--- src/rtl/rv32_pkg.sv ---
// RV32I decode definitions shared by the decoder and the decode stage.
package rv32_pkg;

  localparam int XLEN  = 32;
  localparam int NREGS = 32;

  // Major opcodes (instr[6:0])
  localparam logic [6:0] OPC_LOAD   = 7'b0000011;
  localparam logic [6:0] OPC_STORE  = 7'b0100011;
  localparam logic [6:0] OPC_BRANCH = 7'b1100011;
  localparam logic [6:0] OPC_JAL    = 7'b1101111;
  localparam logic [6:0] OPC_JALR   = 7'b1100111;
  localparam logic [6:0] OPC_LUI    = 7'b0110111;
  localparam logic [6:0] OPC_AUIPC  = 7'b0010111;
  localparam logic [6:0] OPC_OP     = 7'b0110011;
  localparam logic [6:0] OPC_OPIMM  = 7'b0010011;

  typedef enum logic [3:0] {
    OC_NONE   = 4'd0,
    OC_LOAD   = 4'd1,
    OC_STORE  = 4'd2,
    OC_BRANCH = 4'd3,
    OC_JAL    = 4'd4,
    OC_JALR   = 4'd5,
    OC_LUI    = 4'd6,
    OC_AUIPC  = 4'd7,
    OC_OP     = 4'd8,
    OC_OPIMM  = 4'd9
  } opclass_e;

  typedef enum logic [3:0] {
    ALU_ADD   = 4'd0,
    ALU_SUB   = 4'd1,
    ALU_SLL   = 4'd2,
    ALU_SLT   = 4'd3,
    ALU_SLTU  = 4'd4,
    ALU_XOR   = 4'd5,
    ALU_SRL   = 4'd6,
    ALU_SRA   = 4'd7,
    ALU_OR    = 4'd8,
    ALU_AND   = 4'd9,
    ALU_PASSB = 4'd10
  } alu_op_e;

  typedef enum logic [2:0] {
    IMM_Z = 3'd0,
    IMM_I = 3'd1,
    IMM_S = 3'd2,
    IMM_B = 3'd3,
    IMM_U = 3'd4,
    IMM_J = 3'd5
  } imm_sel_e;

  // Build the sign-extended immediate for the selected instruction format.
  function automatic logic [XLEN-1:0] imm_gen(input logic [31:0] instr, input imm_sel_e sel);
    logic [XLEN-1:0] imm;
    case (sel)
      IMM_I:   imm = {{20{instr[31]}}, instr[31:20]};
      IMM_S:   imm = {{20{instr[31]}}, instr[31:25], instr[11:7]};
      IMM_B:   imm = {{19{instr[31]}}, instr[31], instr[7], instr[30:25], instr[11:8], 1'b0};
      IMM_U:   imm = {instr[31:12], 12'h000};
      IMM_J:   imm = {{11{instr[31]}}, instr[31], instr[19:12], instr[20], instr[30:21], 1'b0};
      default: imm = {XLEN{1'b0}};
    endcase
    return imm;
  endfunction

  // Map funct3 (plus the funct7[5] alternate bit) onto an ALU operation.
  function automatic alu_op_e alu_from_f3(input logic [2:0] f3, input logic alt);
    alu_op_e op;
    case (f3)
      3'b000:  op = alt ? ALU_SUB : ALU_ADD;
      3'b001:  op = ALU_SLL;
      3'b010:  op = ALU_SLT;
      3'b011:  op = ALU_SLTU;
      3'b100:  op = ALU_XOR;
      3'b101:  op = alt ? ALU_SRA : ALU_SRL;
      3'b110:  op = ALU_OR;
      3'b111:  op = ALU_AND;
      default: op = ALU_ADD;
    endcase
    return op;
  endfunction

endpackage

--- src/rtl/rv32_decoder.sv ---
// Purely combinational RV32I instruction decoder.
module rv32_decoder
  import rv32_pkg::*;
(
  input  logic [31:0]     instr,
  output logic [4:0]      rs1,
  output logic [4:0]      rs2,
  output logic [4:0]      rd,
  output logic [XLEN-1:0] imm,
  output alu_op_e         alu_op,
  output opclass_e        opclass,
  output logic            use_imm,
  output logic            uses_rs1,
  output logic            uses_rs2,
  output logic            writes_rd,
  output logic            illegal
);

  logic [6:0] opcode_s;
  logic [2:0] funct3_s;
  logic [6:0] funct7_s;
  imm_sel_e   imm_sel_s;
  logic       bad_s;
  logic       rs1_s;
  logic       rs2_s;
  logic       wr_s;

  assign opcode_s = instr[6:0];
  assign funct3_s = instr[14:12];
  assign funct7_s = instr[31:25];
  assign rs1      = instr[19:15];
  assign rs2      = instr[24:20];
  assign rd       = instr[11:7];
  assign imm      = imm_gen(instr, imm_sel_s);

  // Classify the opcode and derive operand usage, ALU op and legality.
  always_comb begin
    opclass   = OC_NONE;
    alu_op    = ALU_ADD;
    imm_sel_s = IMM_Z;
    use_imm   = 1'b0;
    rs1_s     = 1'b0;
    rs2_s     = 1'b0;
    wr_s      = 1'b0;
    bad_s     = 1'b0;
    case (opcode_s)
      OPC_LOAD: begin
        opclass   = OC_LOAD;
        imm_sel_s = IMM_I;
        use_imm   = 1'b1;
        rs1_s     = 1'b1;
        wr_s      = 1'b1;
        bad_s     = (funct3_s == 3'b011) || (funct3_s == 3'b110) || (funct3_s == 3'b111);
      end
      OPC_STORE: begin
        opclass   = OC_STORE;
        imm_sel_s = IMM_S;
        use_imm   = 1'b1;
        rs1_s     = 1'b1;
        rs2_s     = 1'b1;
        bad_s     = (funct3_s[2] == 1'b1) || (funct3_s == 3'b011);
      end
      OPC_BRANCH: begin
        opclass   = OC_BRANCH;
        imm_sel_s = IMM_B;
        rs1_s     = 1'b1;
        rs2_s     = 1'b1;
        // Comparison flavour: equality via SUB, signed/unsigned via SLT/SLTU
        if (funct3_s[2:1] == 2'b00) begin
          alu_op = ALU_SUB;
        end else if (funct3_s[2:1] == 2'b10) begin
          alu_op = ALU_SLT;
        end else begin
          alu_op = ALU_SLTU;
        end
        bad_s     = (funct3_s[2:1] == 2'b01);
      end
      OPC_JAL: begin
        opclass   = OC_JAL;
        imm_sel_s = IMM_J;
        use_imm   = 1'b1;
        wr_s      = 1'b1;
      end
      OPC_JALR: begin
        opclass   = OC_JALR;
        imm_sel_s = IMM_I;
        use_imm   = 1'b1;
        rs1_s     = 1'b1;
        wr_s      = 1'b1;
        bad_s     = (funct3_s != 3'b000);
      end
      OPC_LUI: begin
        opclass   = OC_LUI;
        imm_sel_s = IMM_U;
        use_imm   = 1'b1;
        alu_op    = ALU_PASSB;
        wr_s      = 1'b1;
      end
      OPC_AUIPC: begin
        opclass   = OC_AUIPC;
        imm_sel_s = IMM_U;
        use_imm   = 1'b1;
        wr_s      = 1'b1;
      end
      OPC_OP: begin
        opclass   = OC_OP;
        rs1_s     = 1'b1;
        rs2_s     = 1'b1;
        wr_s      = 1'b1;
        alu_op    = alu_from_f3(funct3_s, funct7_s[5]);
        bad_s     = !((funct7_s == 7'b0000000) ||
                      ((funct7_s == 7'b0100000) && ((funct3_s == 3'b000) || (funct3_s == 3'b101))));
      end
      OPC_OPIMM: begin
        opclass   = OC_OPIMM;
        imm_sel_s = IMM_I;
        use_imm   = 1'b1;
        rs1_s     = 1'b1;
        wr_s      = 1'b1;
        alu_op    = alu_from_f3(funct3_s, (funct3_s == 3'b101) && funct7_s[5]);
        bad_s     = ((funct3_s == 3'b001) && (funct7_s != 7'b0000000)) ||
                    ((funct3_s == 3'b101) && (funct7_s != 7'b0000000) && (funct7_s != 7'b0100000));
      end
      default: begin
        bad_s = 1'b1;
      end
    endcase
  end

  // An illegal instruction reads and writes nothing so it can never stall or mark busy.
  always_comb begin
    illegal = bad_s;
    if (bad_s) begin
      uses_rs1  = 1'b0;
      uses_rs2  = 1'b0;
      writes_rd = 1'b0;
    end else begin
      uses_rs1  = rs1_s;
      uses_rs2  = rs2_s;
      writes_rd = wr_s;
    end
  end

endmodule

--- src/rtl/id_stage.sv ---
// RV32I decode stage: fetch handshake, decoded-control hold register and busy scoreboard.
module id_stage
  import rv32_pkg::*;
#(
  parameter int XLEN  = 32,
  parameter int NREGS = 32
) (
  input  logic            clk,
  input  logic            rst,
  input  logic            if_valid,
  output logic            if_ready,
  input  logic [31:0]     if_instr,
  input  logic [31:0]     if_pc,
  output logic [4:0]      reg_addr1,
  output logic [4:0]      reg_addr2,
  input  logic [XLEN-1:0] reg_read1,
  input  logic [XLEN-1:0] reg_read2,
  output logic            ex_valid,
  input  logic            ex_ready,
  output logic [XLEN-1:0] ex_rs1_data,
  output logic [XLEN-1:0] ex_rs2_data,
  output logic [XLEN-1:0] ex_imm,
  output logic [3:0]      ex_alu_op,
  output logic            ex_use_imm,
  output logic [4:0]      ex_rd,
  output logic            ex_reg_write,
  output logic [3:0]      ex_opclass,
  output logic [31:0]     ex_pc,
  output logic            ex_illegal,
  input  logic            wb_en,
  input  logic [4:0]      wb_addr,
  input  logic            flush
);

  typedef enum logic {ST_EMPTY = 1'b0, ST_FULL = 1'b1} state_e;

  state_e           state_r;
  state_e           state_n_s;
  logic [NREGS-1:0] busy_r;
  logic [NREGS-1:0] busy_n_s;

  logic [4:0]       dec_rs1_s;
  logic [4:0]       dec_rs2_s;
  logic [4:0]       dec_rd_s;
  logic [31:0]      dec_imm_s;
  alu_op_e          dec_alu_op_s;
  opclass_e         dec_opclass_s;
  logic             dec_use_imm_s;
  logic             dec_uses_rs1_s;
  logic             dec_uses_rs2_s;
  logic             dec_writes_rd_s;
  logic             dec_illegal_s;

  logic             hazard_s;
  logic             accept_s;
  logic             dec_reg_write_s;

  logic [4:0]       hold_rs1_r;
  logic [4:0]       hold_rs2_r;
  logic [XLEN-1:0]  ex_imm_r;
  alu_op_e          ex_alu_op_r;
  logic             ex_use_imm_r;
  logic [4:0]       ex_rd_r;
  logic             ex_reg_write_r;
  opclass_e         ex_opclass_r;
  logic [31:0]      ex_pc_r;
  logic             ex_illegal_r;

  rv32_decoder u_dec (
    .instr     (if_instr),
    .rs1       (dec_rs1_s),
    .rs2       (dec_rs2_s),
    .rd        (dec_rd_s),
    .imm       (dec_imm_s),
    .alu_op    (dec_alu_op_s),
    .opclass   (dec_opclass_s),
    .use_imm   (dec_use_imm_s),
    .uses_rs1  (dec_uses_rs1_s),
    .uses_rs2  (dec_uses_rs2_s),
    .writes_rd (dec_writes_rd_s),
    .illegal   (dec_illegal_s)
  );

  // Hazards look at registered busy bits only: the regfile returns pre-write
  // data on its write edge, so a writeback cannot be bypassed into this cycle.
  assign hazard_s = (dec_uses_rs1_s  && busy_r[dec_rs1_s]) ||
                    (dec_uses_rs2_s  && busy_r[dec_rs2_s]) ||
                    (dec_writes_rd_s && busy_r[dec_rd_s]);

  assign ex_valid        = (state_r == ST_FULL);
  assign if_ready        = !rst && !flush && (!ex_valid || ex_ready) && !hazard_s;
  assign accept_s        = if_valid && if_ready;
  assign dec_reg_write_s = dec_writes_rd_s && (dec_rd_s != 5'd0);

  // While stalled, keep re-reading the held operands so read data tracks ex_* every FULL cycle.
  assign reg_addr1 = accept_s ? dec_rs1_s : hold_rs1_r;
  assign reg_addr2 = accept_s ? dec_rs2_s : hold_rs2_r;

  assign ex_rs1_data  = reg_read1;
  assign ex_rs2_data  = reg_read2;
  assign ex_imm       = ex_imm_r;
  assign ex_alu_op    = ex_alu_op_r;
  assign ex_use_imm   = ex_use_imm_r;
  assign ex_rd        = ex_rd_r;
  assign ex_reg_write = ex_reg_write_r;
  assign ex_opclass   = ex_opclass_r;
  assign ex_pc        = ex_pc_r;
  assign ex_illegal   = ex_illegal_r;

  // Occupancy next-state: fill on accept, drain on consume or flush.
  always_comb begin
    state_n_s = state_r;
    case (state_r)
      ST_EMPTY: begin
        if (accept_s) begin
          state_n_s = ST_FULL;
        end else begin
          state_n_s = ST_EMPTY;
        end
      end
      ST_FULL: begin
        if (flush) begin
          state_n_s = ST_EMPTY;
        end else if (accept_s) begin
          state_n_s = ST_FULL;
        end else if (ex_ready) begin
          state_n_s = ST_EMPTY;
        end else begin
          state_n_s = ST_FULL;
        end
      end
      default: begin
        state_n_s = ST_EMPTY;
      end
    endcase
  end

  // Scoreboard update: writeback and flush clear, accept sets (set applied last so it wins).
  always_comb begin
    busy_n_s = busy_r;
    if (wb_en) begin
      busy_n_s[wb_addr] = 1'b0;
    end else begin
      busy_n_s = busy_n_s;
    end
    if (flush && (state_r == ST_FULL) && ex_reg_write_r) begin
      busy_n_s[ex_rd_r] = 1'b0;
    end else begin
      busy_n_s = busy_n_s;
    end
    if (accept_s && dec_reg_write_s) begin
      busy_n_s[dec_rd_s] = 1'b1;
    end else begin
      busy_n_s = busy_n_s;
    end
    busy_n_s[0] = 1'b0;
  end

  // State and scoreboard registers.
  always_ff @(posedge clk) begin
    if (rst) begin
      state_r <= ST_EMPTY;
      busy_r  <= {NREGS{1'b0}};
    end else begin
      state_r <= state_n_s;
      busy_r  <= busy_n_s;
    end
  end

  // Hold register: capture decoded control for execute on every accept.
  always_ff @(posedge clk) begin
    if (rst) begin
      hold_rs1_r     <= 5'd0;
      hold_rs2_r     <= 5'd0;
      ex_imm_r       <= {XLEN{1'b0}};
      ex_alu_op_r    <= ALU_ADD;
      ex_use_imm_r   <= 1'b0;
      ex_rd_r        <= 5'd0;
      ex_reg_write_r <= 1'b0;
      ex_opclass_r   <= OC_NONE;
      ex_pc_r        <= 32'd0;
      ex_illegal_r   <= 1'b0;
    end else if (accept_s) begin
      hold_rs1_r     <= dec_rs1_s;
      hold_rs2_r     <= dec_rs2_s;
      ex_imm_r       <= dec_imm_s;
      ex_alu_op_r    <= dec_alu_op_s;
      ex_use_imm_r   <= dec_use_imm_s;
      ex_rd_r        <= dec_rd_s;
      ex_reg_write_r <= dec_reg_write_s;
      ex_opclass_r   <= dec_opclass_s;
      ex_pc_r        <= if_pc;
      ex_illegal_r   <= dec_illegal_s;
    end else begin
      hold_rs1_r     <= hold_rs1_r;
      hold_rs2_r     <= hold_rs2_r;
      ex_imm_r       <= ex_imm_r;
      ex_alu_op_r    <= ex_alu_op_r;
      ex_use_imm_r   <= ex_use_imm_r;
      ex_rd_r        <= ex_rd_r;
      ex_reg_write_r <= ex_reg_write_r;
      ex_opclass_r   <= ex_opclass_r;
      ex_pc_r        <= ex_pc_r;
      ex_illegal_r   <= ex_illegal_r;
    end
  end

endmodule

--- config.mk ---
export PLATFORM = sky130hd
export DESIGN_NAME = id_stage
export DESIGN_NICKNAME = d
export VERILOG_FILES = /design/src/rtl/rv32_pkg.sv /design/src/rtl/rv32_decoder.sv /design/src/rtl/id_stage.sv
export SDC_FILE = /design/constraint.sdc
export NUM_CORES = 1
export LEC_CHECK = 0
export CAP_MARGIN = 10
export CORE_ASPECT_RATIO = 0.75
export CORE_MARGIN = 2
export CORE_UTILIZATION = 25
export CTS_BUF_LIST = sky130_fd_sc_hd__clkbuf_8
export DETAILED_ROUTE_END_ITERATION = 7
export DONT_BUFFER_PORTS = 1
export PLACE_DENSITY = 0.45
export REMOVE_ABC_BUFFERS = 1
export SYNTH_ARGS = -nofsm -noshare
export SYNTH_HDL_FRONTEND = slang
export SYNTH_SLANG_ARGS = --single-unit
--- constraint.sdc ---
create_clock -name clk -period 2.6 [get_ports clk]
set_input_delay 0.13 -clock clk [delete_from_list [all_inputs] [get_ports clk]]
set_output_delay 0.13 -clock clk [all_outputs]
set_load 0.02 [all_outputs]
Word-level counts from Yosys, hierarchy flattened --
Cells that the tools add are included.
Word-level totals: register bits after elaboration 123, input bits 139, output and inout bits 156, word-level logic and storage cells 140
Cells by class: order comparisons 8, equality and inequality tests 25, muxes and demuxes 42, bitwise logic cells 6, reductions and logical operators 46
Operator list (number):
- 32-bit case mux with 5 select lines | 1
- 32-bit two-way mux | 3
- 32-bit bitwise AND | 2
- 32-bit inverter | 2
- 4-bit case mux with 8 select lines | 2
- 4-bit case mux with 9 select lines | 1
- 32-bit bitwise OR | 1
- 5-bit by 6-bit less-than comparator with 1-bit output, second input constant | 5
- 7-bit by 6-bit == test with 1-bit output, second input constant | 4
- 7-bit == test, second input constant | 3
- 1-bit two-way mux | 21
- 1-bit logical AND | 19
- 3-bit == test, second input constant | 6
- 4-bit case mux with 4 select lines | 1
- 1-bit binary-select mux with 5-bit select | 3
- 1-bit demux with 5-bit select | 3
- 5-bit by 1-bit >= comparator with 1-bit output, second input constant | 3
- 3-bit case mux with 5 select lines | 1
- 7-bit by 5-bit == test with 1-bit output, second input constant | 2
- 7-bit OR reduction | 2
- 3-bit by 2-bit == test with 1-bit output, second input constant | 4
- 5-bit two-way mux | 2
- 1-bit logical OR | 9
- 3-bit OR reduction | 3
- other kinds (19) | 24

Depth between registers and ports, before layout --
word-level depth 16, gate-level depth with buffers 11, mapped depth without buffers 7

By module --
From an unflattened synthesis, not the netlist that was laid out.
Unflattened totals: cell total of the unflattened synthesis 802, area total of the unflattened synthesis 7658.6 um^2
Modules (own cells, without submodules):
- id_stage | instances 1, cells an instance 650, area an instance 6662.6 um^2, sequential area each 2442.3 um^2
- rv32_decoder | instances 1, cells an instance 152, area an instance 996.0 um^2, sequential area each 0.0 um^2

Least setup slack after synthesis --
Ideal clock, no wire load.
path type in2out, start input port if_instr[15], end output port reg_addr1[1], data arrival time 2.186 ns, required time 2.470 ns, path slack 0.284 ns, stages 10, path buffers 4, cells stage by stage clkbuf_1 buf_2 mux4_2 a2111o_1 o2111ai_1 and3_4 buf_6 buf_6 o21ai_1 nand2_1
Between the ends: cells in the longest elaborated chain, start to end 9
Ends and longest elaborated chain:
- start: declaration | RTL line id_stage.sv:12 | input logic [31:0] if_instr,
- 1-bit binary-select mux with 5-bit select | RTL line id_stage.sv:86 | assign hazard_s = (dec_uses_rs1_s && busy_r[dec_rs1_s]) ||
- 1-bit two-way mux (not written as such) | RTL line id_stage.sv:86
- 1-bit logical AND | RTL line id_stage.sv:86
- 1-bit logical OR | RTL line id_stage.sv:86
- 1-bit logical OR | RTL line id_stage.sv:87 | (dec_uses_rs2_s && busy_r[dec_rs2_s]) ||
- 1-bit zero test | RTL line id_stage.sv:91 | assign if_ready = !rst && !flush && (!ex_valid || ex_ready) && !hazard_s;
- 1-bit logical AND | RTL line id_stage.sv:91
- 1-bit logical AND | RTL line id_stage.sv:92 | assign accept_s = if_valid && if_ready;
- 5-bit two-way mux
- end: declaration | RTL line id_stage.sv:14 | output logic [4:0] reg_addr1,
No other way between the ends. The select of a mux whose other input is x is not followed.

Worst setup path in the final report --
start register busy_r[14], end output port reg_addr2[3]
Between the ends: cells in the longest elaborated chain, start to end 9, elaborated cells between the ends (all ways) 15, those cells by class 7 x mux; 8 x reduce/logical
Ends and longest elaborated chain:
- start: declaration | RTL line id_stage.sv:39 | logic [NREGS-1:0] busy_r;
- start signal: assignment | RTL line id_stage.sv:163 | busy_r <= {NREGS{1'b0}};
- start signal: assignment | RTL line id_stage.sv:166 | busy_r <= busy_n_s;
- 1-bit binary-select mux with 5-bit select (on tied branches) | RTL line id_stage.sv:86, id_stage.sv:87
- 1-bit two-way mux (on tied branches) | RTL line id_stage.sv:86, id_stage.sv:87
- 1-bit logical AND (on tied branches) | RTL line id_stage.sv:86, id_stage.sv:87
- 1-bit logical OR | RTL line id_stage.sv:86
- 1-bit logical OR (*) | RTL line id_stage.sv:87
- 1-bit zero test (*) | RTL line id_stage.sv:91
- 1-bit logical AND (*) | RTL line id_stage.sv:91
- 1-bit logical AND (*) | RTL line id_stage.sv:92
- 5-bit two-way mux (*)
- end: declaration | RTL line id_stage.sv:15 | output logic [4:0] reg_addr2,
Mark *: on every way between the ends. The rest lies on a longest branch, timed or not. The select of a mux whose other input is x is not followed.

==> reports/summary.txt <==
outcome - finished with violations
failing checks - setup timing
Initial Utilization - 25.2%
vias per cell - 5.76
Filler cells - 3025
critical path fanouts, max - 5
Worst-Margin Slew - 1.12 ns
H-tree depth - 4
die height - 152 um
largest net degree at the start of global routing - 123
RSZ-0062 raised after global routing - true
CTS tree - done
kind of critical path - reg -> out
Synth top area share - 33.6%
max-slew violation count - 0
Pre-Repair DR Iteration Count - 5
Worst setup SP type - register
port buffer count - 0
Syn Area/Cell - 8.15 um^2
period utilization - 110%
clk sink count - 122
Worst-path clk slew - 0.09 ns
CTS Root Cell - clkbuf_8
Area contributors post-synth - dfxtp_1 (34%), a21oi_1 (8.4%), nand3_1 (7.0%), buf_4 (6.9%), o21ai_0 (5.8%)
Flop pwr share - 41.4%
Die ar. - 30500 um^2
count of cell types in the netlist - 70
IO Pins - 295
RD Place Congestion - 0.859
Power Total - 4.90 mW
min-delay worst type - in -> reg
vias in the first global route - 6590
placed cells - 1165
synth warn - 0
fin cells - 1312
GRT Total Usage - 22.7%
initial antenna violation count - 0
sequential share of the synthesized area - 33.6%
drt total wl - 36700 um
grt met1 use - 29.1%
cts bufs inserted - 17
Comb pwr share - 14.2%
power per cell area - 518 nW/um^2
Yosys reg bits - 122
global route overflow - 0
first-pass GRT wire length - 49800 um
Clk pwr share - 44.3%
drt drc - 0
final-report hold violation count - 0
die span in x - 201 um
fraction of layout cells with a size suffix above 1 - 25.5%
Layout area overhead - 30.1%
Post-synth EDFFs - 0
Sw Ratio - 28.5%
Gate Count Post-Synth - 891
dominant cell type by area after synthesis - dfxtp_1
Post-synth ARST share - 0%
clk_lat worst skew - 0.47 ns
final setup violation count - 75
Fin Hold WS - 0.0352 ns
core footprint - 28900 um^2
Worst EP required - 2.47 ns
setup TNS - -6.34 ns
Placement Rows - 54
met2 Usage GRT - 30.3%
fin crit period - 2.87 ns
worst path arrival time - 2.74 ns
nature of the critical path endpoint - output port
DPL Wire Length - 22300 um
WL/cell - 28.0 um
clk buf depth - 2
Top FF cell, synth - dfxtp_1
area of the mapped netlist - 7270 um^2
Slew HR - 25.1%
final setup margin - -0.269 ns
Layout Nets - 1045
fmax - 349 MHz
Pint - 3.50 mW
Most Crowded Layer GR - met2
P_leak - 3.09 nW
Psw - 1.39 mW
DR vias - 7563
Max Cap Viol - 0
Setup Skew - 0.0160 ns
met3 Usage GRT - 14.5%
Antenna Nets Post-Route - 0
initial DRC count - 788
maximum vdd ir drop - 0.307 mV
## critical path, stage by stage (launching register included)
cell	delay, ns
dfxtp_2	0.36
mux2i_1	0.08
mux4_2	0.51
a31o_4	0.25
a311o_1	0.32
and3_4	0.20
buf_12	0.14
buf_12	0.13
o21ai_4	0.18
nand2_4	0.09
## flip-flops by register name, indices dropped and copies added (netlist names)
name	flops
ex_imm	32
ex_pc	32
busy_r	31
ex_rd	5
hold_rs1_r	5
hold_rs2_r	5
ex_alu_op	4
ex_opclass	4
ex_illegal	1
ex_reg_write	1
ex_use_imm	1
ex_valid	1
## metal layers
layer  part of all wire [%]  wire length (um)
met1                     43             15600
met2                     40             14500
met3                     15              5680
met4                    1.5               567
met5                   0.91               333
## power groups by stage
stage / logic (mW) / registers (mW) / clock network, mW
final: 0.697 / 2.03 / 2.17
after global routing: 0.743 / 2.04 / 2.30
after CTS: 0.601 / 2.03 / 2.22
after detailed placement: 0.392 / 2.07 / 0
after global placement: 0.389 / 2.07 / 0
after floorplan: 0.264 / 2.05 / 0
## metrics by stage
| stage | area [um^2] | setup slack [ns] | util (%) |
|---|---|---|---|
| 4_1_cts | 8830 | -0.303 | 30.6 |
| 3_3_place_gp | 7180 | 0.0960 | 24.9 |
| 6_report | 9450 | -0.269 | 32.8 |
| 3_5_place_dp | 7180 | 0.0624 | 24.9 |
| 2_1_floorplan | 6360 | -0.280 | - |
| 5_1_grt | 9450 | -0.368 | 32.8 |
## Yosys cell counts (all sizes together), types with 4 or more instances
cell type,count
o221ai,32
nor2b,5
inv,7
nand3,103
mux2i,20
buf,95
nor3,15
o211ai,7
nand2,47
mux4,15
and3b,4
o21ai,91
nand3b,12
a21oi,123
a22oi,4
o2111ai,4
nand2b,28
or3b,6
and3,5
a211oi,13
nor2,25
dfxtp,122
clkbuf,54
## area by class of cell
class                           count  area [um^2]  share of cell area (%)
Antenna cell                        1         2.50                  0.0265
Clock buffer                       18          248                    2.62
Sequential cell                   122         2460                    26.0
Inverter                            7         26.3                   0.278
Clock inverter                     14          243                    2.57
Multi-Input combinational cell    614         4370                    46.2
Tap cell                          392          490                    5.19
Timing Repair Buffer              144         1620                    17.2
## cells in the final DEF, fill, tap and decap left out, types with 5 or more instances in the layout
cell and instances:
nor3_1 13, o221ai_1 32, or3b_2 5, clkbuf_16 8, a21oi_1 115, nor2_1 24
bufinv_16 6, nor2b_1 5, buf_12 8, o21ai_4 5, mux2i_1 19, nand3_2 15
buf_8 5, nand2_2 7, dfxtp_2 11, buf_6 8, nand2_1 35, buf_4 45
nand2b_1 28, o21ai_0 51, mux4_2 12, o21ai_1 12, nand3_1 85, clkbuf_8 18
nand3b_1 12, inv_1 7, dfxtp_1 111, a211oi_2 9, o21ai_2 23, a21oi_2 8
o211ai_1 7, dlygate4sd3_1 67
## cells by family (layout without fill, tap and decap cells)
logic type | Yosys count | in the layout | share of synthesized area, %
AOI/OAI and AO/OA | 306 | 306 | 25.5
and+or+nand+nor | 270 | 271 | 20.3
buffers and inverters | 156 | 183 | 12.8
DFF | 122 | 122 | 33.6
muxes | 36 | 36 | 7.71
xor gates and xnor gates | 1 | 1 | 0.121
other | 0 | 1 | 0
## timing repair
item,4_1_cts,5_1_grt
setup endpoints to repair,11,89
cloned,3,9
pin swaps,21,50
buffers inserted,21,15
hold buffers,68,0
gates resized for setup,77,91
hold endpoints to repair,122,0
## final timing paths
path            startpoint             to  slack (ns)  cells after the start
min reg2reg  hold_rs1_r[3]  hold_rs1_r[3]        0.48                      2
max             busy_r[14]   reg_addr2[3]       -0.27                      9
min           if_instr[14]   ex_alu_op[0]        0.04                      3
max reg2reg     busy_r[14]       ex_pc[2]       -0.20                     11
Power figures use the tool's default switching activity.
